File: config.mk
export PLATFORM = sky130hd
export DESIGN_NAME = sequence_det2_flat
export DESIGN_NICKNAME = d
export VERILOG_FILES = /design/src/rtl/sequence_det2_pkg.sv /design/src/rtl/sequence_det2_if.sv /design/src/rtl/sequence_det2.sv /design/src/flat_wrapper.sv
export SDC_FILE = /design/constraint.sdc
export NUM_CORES = 1
export LEC_CHECK = 0
export BUFFER_PORTS_ARGS = -buffer_cell sky130_fd_sc_hd__buf_2
export CAP_MARGIN = 20
export CORE_AREA = 3 3 40 42
export CTS_CLUSTER_DIAMETER = 30
export CTS_CLUSTER_SIZE = 10
export DETAILED_ROUTE_END_ITERATION = 10
export DIE_AREA = 0 0 43 45
export PLACE_DENSITY = 0.3
export SETUP_SLACK_MARGIN = 0.1
export SYNTH_ARGS = -nofsm -noshare
export SYNTH_HDL_FRONTEND = slang
export SYNTH_SLANG_ARGS = --single-unit
File: constraint.sdc
create_clock -name clk -period 1.8 [get_ports clk]
set_input_delay 0 -clock clk [delete_from_list [all_inputs] [get_ports clk]]
set_output_delay 0 -clock clk [all_outputs]
set_load 0.03 [all_outputs]
File: src/rtl/sequence_det2_pkg.sv
// Shared constants and elaboration-time helpers for the serial pattern detector.
// The KMP-style functions build the FSM transition table from the pattern.
package sequence_det_pkg;

  localparam logic [3:0] SEQ_DEFAULT = 4'b0101;

  // Bits needed to hold the values 0..n.
  function automatic int state_width(input int n);
    int w;
    w = 1;
    for (int i = 1; i < 32; i++) begin
      if ((32'd1 << w) < (n + 1)) w = i + 1;
    end
    return w;
  endfunction

  // Bit i of the pattern in arrival order (i = 0 is the first bit received).
  function automatic logic pat_bit(input logic [15:0] p, input int n, input int i);
    logic [15:0] s;
    s = p >> (n - 1 - i);
    return s[0];
  endfunction

  // Longest proper prefix of the pattern that is also a suffix of its first k bits.
  function automatic int kmp_fail(input logic [15:0] p, input int n, input int k);
    int res;
    logic ok;
    res = 0;
    for (int j = 1; j < k; j++) begin
      ok = 1'b1;
      for (int i = 0; i < j; i++) begin
        if (pat_bit(p, n, i) != pat_bit(p, n, k - j + i)) ok = 1'b0;
      end
      if (ok) res = j;
    end
    return res;
  endfunction

  // Next match length from match length k after receiving bit b.
  // A full match first falls back to fail(n) or to zero, depending on overlap.
  function automatic int next_match(input logic [15:0] p, input int n,
                                    input bit overlap, input int k, input int b);
    int base;
    int res;
    logic ok;
    logic sbit;
    if (k >= n) base = overlap ? kmp_fail(p, n, n) : 0;
    else        base = k;
    res = 0;
    for (int j = 1; j <= base + 1; j++) begin
      ok = 1'b1;
      for (int i = 0; i < j; i++) begin
        sbit = ((base + 1 - j + i) < base) ? pat_bit(p, n, base + 1 - j + i) : b[0];
        if (pat_bit(p, n, i) != sbit) ok = 1'b0;
      end
      if (ok) res = j;
    end
    return res;
  endfunction

endpackage

File: src/rtl/sequence_det2_if.sv
// Serial stream connection: one data bit in, one registered detect flag out.
interface sequence_det2_if;
  logic x;
  logic z;

  modport master (output x, input z);
  modport slave  (input x, output z);
endinterface

File: src/rtl/sequence_det2.sv
// Moore FSM detecting a programmable serial bit pattern; the state is the
// current match length and the transition table is fixed at elaboration.
module sequence_det2
  import sequence_det_pkg::*;
#(
  parameter int           N       = 4,
  parameter logic [N-1:0] PATTERN = SEQ_DEFAULT,
  parameter bit           OVERLAP = 1'b1
) (
  input logic            clk,
  input logic            reset,
  sequence_det2_if.slave bus
);

  localparam int SW    = state_width(N);
  localparam int DEPTH = 1 << SW;

  logic [SW-1:0] state;
  logic [SW-1:0] state_next;
  logic [SW-1:0] next_tbl [DEPTH][2];

  // Unreachable encodings above N fall back to the empty match.
  for (genvar k = 0; k < DEPTH; k++) begin : g_row
    for (genvar b = 0; b < 2; b++) begin : g_col
      localparam int NS = (k <= N) ? next_match(16'(PATTERN), N, OVERLAP, k, b) : 0;
      assign next_tbl[k][b] = SW'(NS);
    end
  end

  always_comb begin
    state_next = '0;
    state_next = next_tbl[state][bus.x];
  end

  always_ff @(posedge clk or posedge reset) begin
    if (reset) state <= '0;
    else       state <= state_next;
  end

  assign bus.z = (state == SW'(N));

endmodule

File: src/flat_wrapper.sv
// flat-port wrapper written by rule: the top's interface ports become plain ports
module sequence_det2_flat import sequence_det_pkg::*;
#(
  parameter int           N       = 4,
  parameter logic [N-1:0] PATTERN = SEQ_DEFAULT,
  parameter bit           OVERLAP = 1'b1
)
  (clk, reset, bus_x, bus_z);
  sequence_det2_if bus_i ();
  input logic clk;
  input logic reset;
  input wire logic [$bits(bus_i.x)-1:0] bus_x;
  output wire logic [$bits(bus_i.z)-1:0] bus_z;
  assign bus_i.x = bus_x;
  assign bus_z = bus_i.z;
  sequence_det2 #(.N(N), .PATTERN(PATTERN), .OVERLAP(OVERLAP)) u_core (.clk(clk), .reset(reset), .bus(bus_i));
endmodule
==> results.md <==
* CTS root buffer: clkbuf_4
* VDD IR max at 0.118 mV
* Power Dens Cells at 981 mW/mm2
* Asr flop ratio synth at 100%
* Fin Clk Skew at 0.670 ps
* Grt total ovfl at 0
* Final net count at 26
* Initial Utilization at 11.0%
* WS Path Type: flop to primary output
* Max-cap violations at 0
* Syn Inst Count at 13
* GRT Util Overall at 4.09%
* Hold crit path type: primary input to async pin
* CP Max Fanout at 5
* Yosys warnings at 0
* FP Rows at 13
* Synth cell types at 9
* Slew margin rel. at 85.7%
* Count of pins over their slew limit at 0
* DR DRC count at 0
* Vias in the first global route at 123
* Top cell type's share of synthesized area at 53.1%
* Max Fclk at 0.854 GHz
* CTS buffer count at 3
* Register area share after synthesis at 53.1%
* Post-synth EDFFs at 0
* Largest regs: u_core.state: 3 flops
* Mapped Area at 141 um2
* Placed cell areas at 175 um2
* Pleak at 0.101 nW
* Area fraction in compound gates after synthesis at 3.54%
* Min Tclk post-route at 1170 ps
* Die Ht at 45 um
* Layout cells sized above 1 at 31.8%
* Vias per inst at 3.35
* Yosys reg bits at 3
* Maximum clock path buffer count at 2
* Finished Cell Area at 221 um2
* CP arrival at 1170 ps
* Most common library cells after synthesis: 3 x dfrtp_1, 2 x inv_1, 2 x nor4b_1
* Setup repair after global routing missed its margin: false
* Ys flop type: dfrtp_1
* Clk sinks at 3
* Die width at 43 um
* Final Cycle Share at 65.1%
* Syn_area_per_cell at 10.9 um2
* Core ar. at 0.00128 mm2
* Mux cell area share after synthesis at 0%
* Via count at 124
* H-tree levels at 1
* Area growth syn-to-layout at 56.6%
* Post-Layout Cell Count at 37
* Area leader, netlist: dfrtp_1
* Total wire length at 306 um
* Reg area at 75.1 um2
* Most area-consuming cells after synthesis: dfrtp_1 53%, nor4b_1 12%, and4_2 7.1%
* Hold Violations, Final at 0
* Worst endpoint required time at 1800 ps
* Initial antenna violation count at 0
* Fillers at 146
* Adder-Cell Fraction of Synth Area at 0%
* Ant diodes at 0
* Multi-input logic area at 58.8 um2
* Status: finished clean
* Count leader, synth: dfrtp_1
* Clock-pin slew on the worst setup and hold paths at 40 ps
* Clk_lat worst skew at 230 ps
* I/O Buffers at 3
* Placed Cells at 31
* Max FFs per register at 3
* Die area at 0.00194 mm2
* I/O Pins at 4
* Mapped Nets at 16
* Crit end category: primary output
* Worst-Margin Slew at 211 ps
* XOR/XNOR Fraction of Synth Area at 0%
* CTS tree: built
* GPL Wtd Cong at 0.609
* First-iteration detailed-routing DRC count at 3
* Setup violations, final at 0
* Setup tns final at 0 ps
* WHS at 177 ps
* HPWL after DPL at 203 um
* Largest net degree at the start of global routing at 6
* Most flops, register: u_core.state
* Drt first pass iters at 2
* Critical Path Source Type: flop
* Drt wl/cell at 8.27 um
* First-pass GRT wire length at 462 um
* Fraction of the mapped netlist area in simple logic gates at 38.1%
* Antenna Violating Nets Remaining at 0
* Largest family of logic cells by synthesized area: simple AND/OR/NAND/NOR gates
## cell families after synthesis
group | count (synthesis)
and+or+nand+nor | 7
DFF | 3
buffers and inverters | 2
AOI/OAI and AO/OA | 1
## cell usage in the layout, fill, tap and decap left out, drive strengths merged
master and instances:
dlygate4sd3 2, and4 1, nor2 1, nor4b 2
or2 1, a21oi 1, buf 3, inv 2
clkbuf 4, dfrtp 3, nor4bb 1, or3 1
## final timing paths
path                                  from               to  slack [ps]  cells past startpoint
min                                  reset  u_core.state[0]         180                      3
min in group clk                     bus_x  u_core.state[0]         510                      3
max in group asynchronous            reset  u_core.state[2]        1500                      3
max reg2reg                u_core.state[1]  u_core.state[1]         750                      2
min reg2reg                u_core.state[2]  u_core.state[0]         530                      1
max                        u_core.state[1]            bus_z         630                      3
## layout make-up
type / instances / share of cell area (%)
multi-input combinational: 8 / 26.6
tap: 15 / 8.47
inverter: 2 / 3.39
clock buffer: 4 / 11.9
sequential: 3 / 33.9
timing repair buffer: 5 / 15.8
## report_power, final
group / internal (mW) / leakage (nW) / switching (mW)
registers: 0.0727 / 0.0385 / 0.00578
logic: 0.0111 / 0.0475 / 0.00766
clock network: 0.0832 / 0.0150 / 0.0369
## critical path: stages (launching register included)
cell	delay, ps
dfrtp_1	410
or2_1	250
nor2_1	80
buf_2	200
## layer usage
metal | routed length (um) | vias to the layer above | GRT usage (%)
met1 | 149 | 55 | 3.63
met5 | 0 | - | 0
met4 | 0 | 0 | 7.23
met2 | 125 | 4 | 4.19
met3 | 31 | 0 | 3.19
li1 | - | 65 | -
## stage by stage
stage	worst slack, ps	util, %	total power, mW
finish	628	17.2	0.217
global route	560	17.2	0.233
CTS	621	17.2	0.224
detailed placement	758	13.6	0.0944
global placement	756	13.6	0.0948
floorplan	772	-	0.0883
## timing repair
item,CTS,global route
buffers inserted,0,0
hold buffers,2,0
endpoints found under the hold margin,4,0
setup endpoints to repair,0,0
resized for setup,0,0
Power figures use the tool's default switching activity.
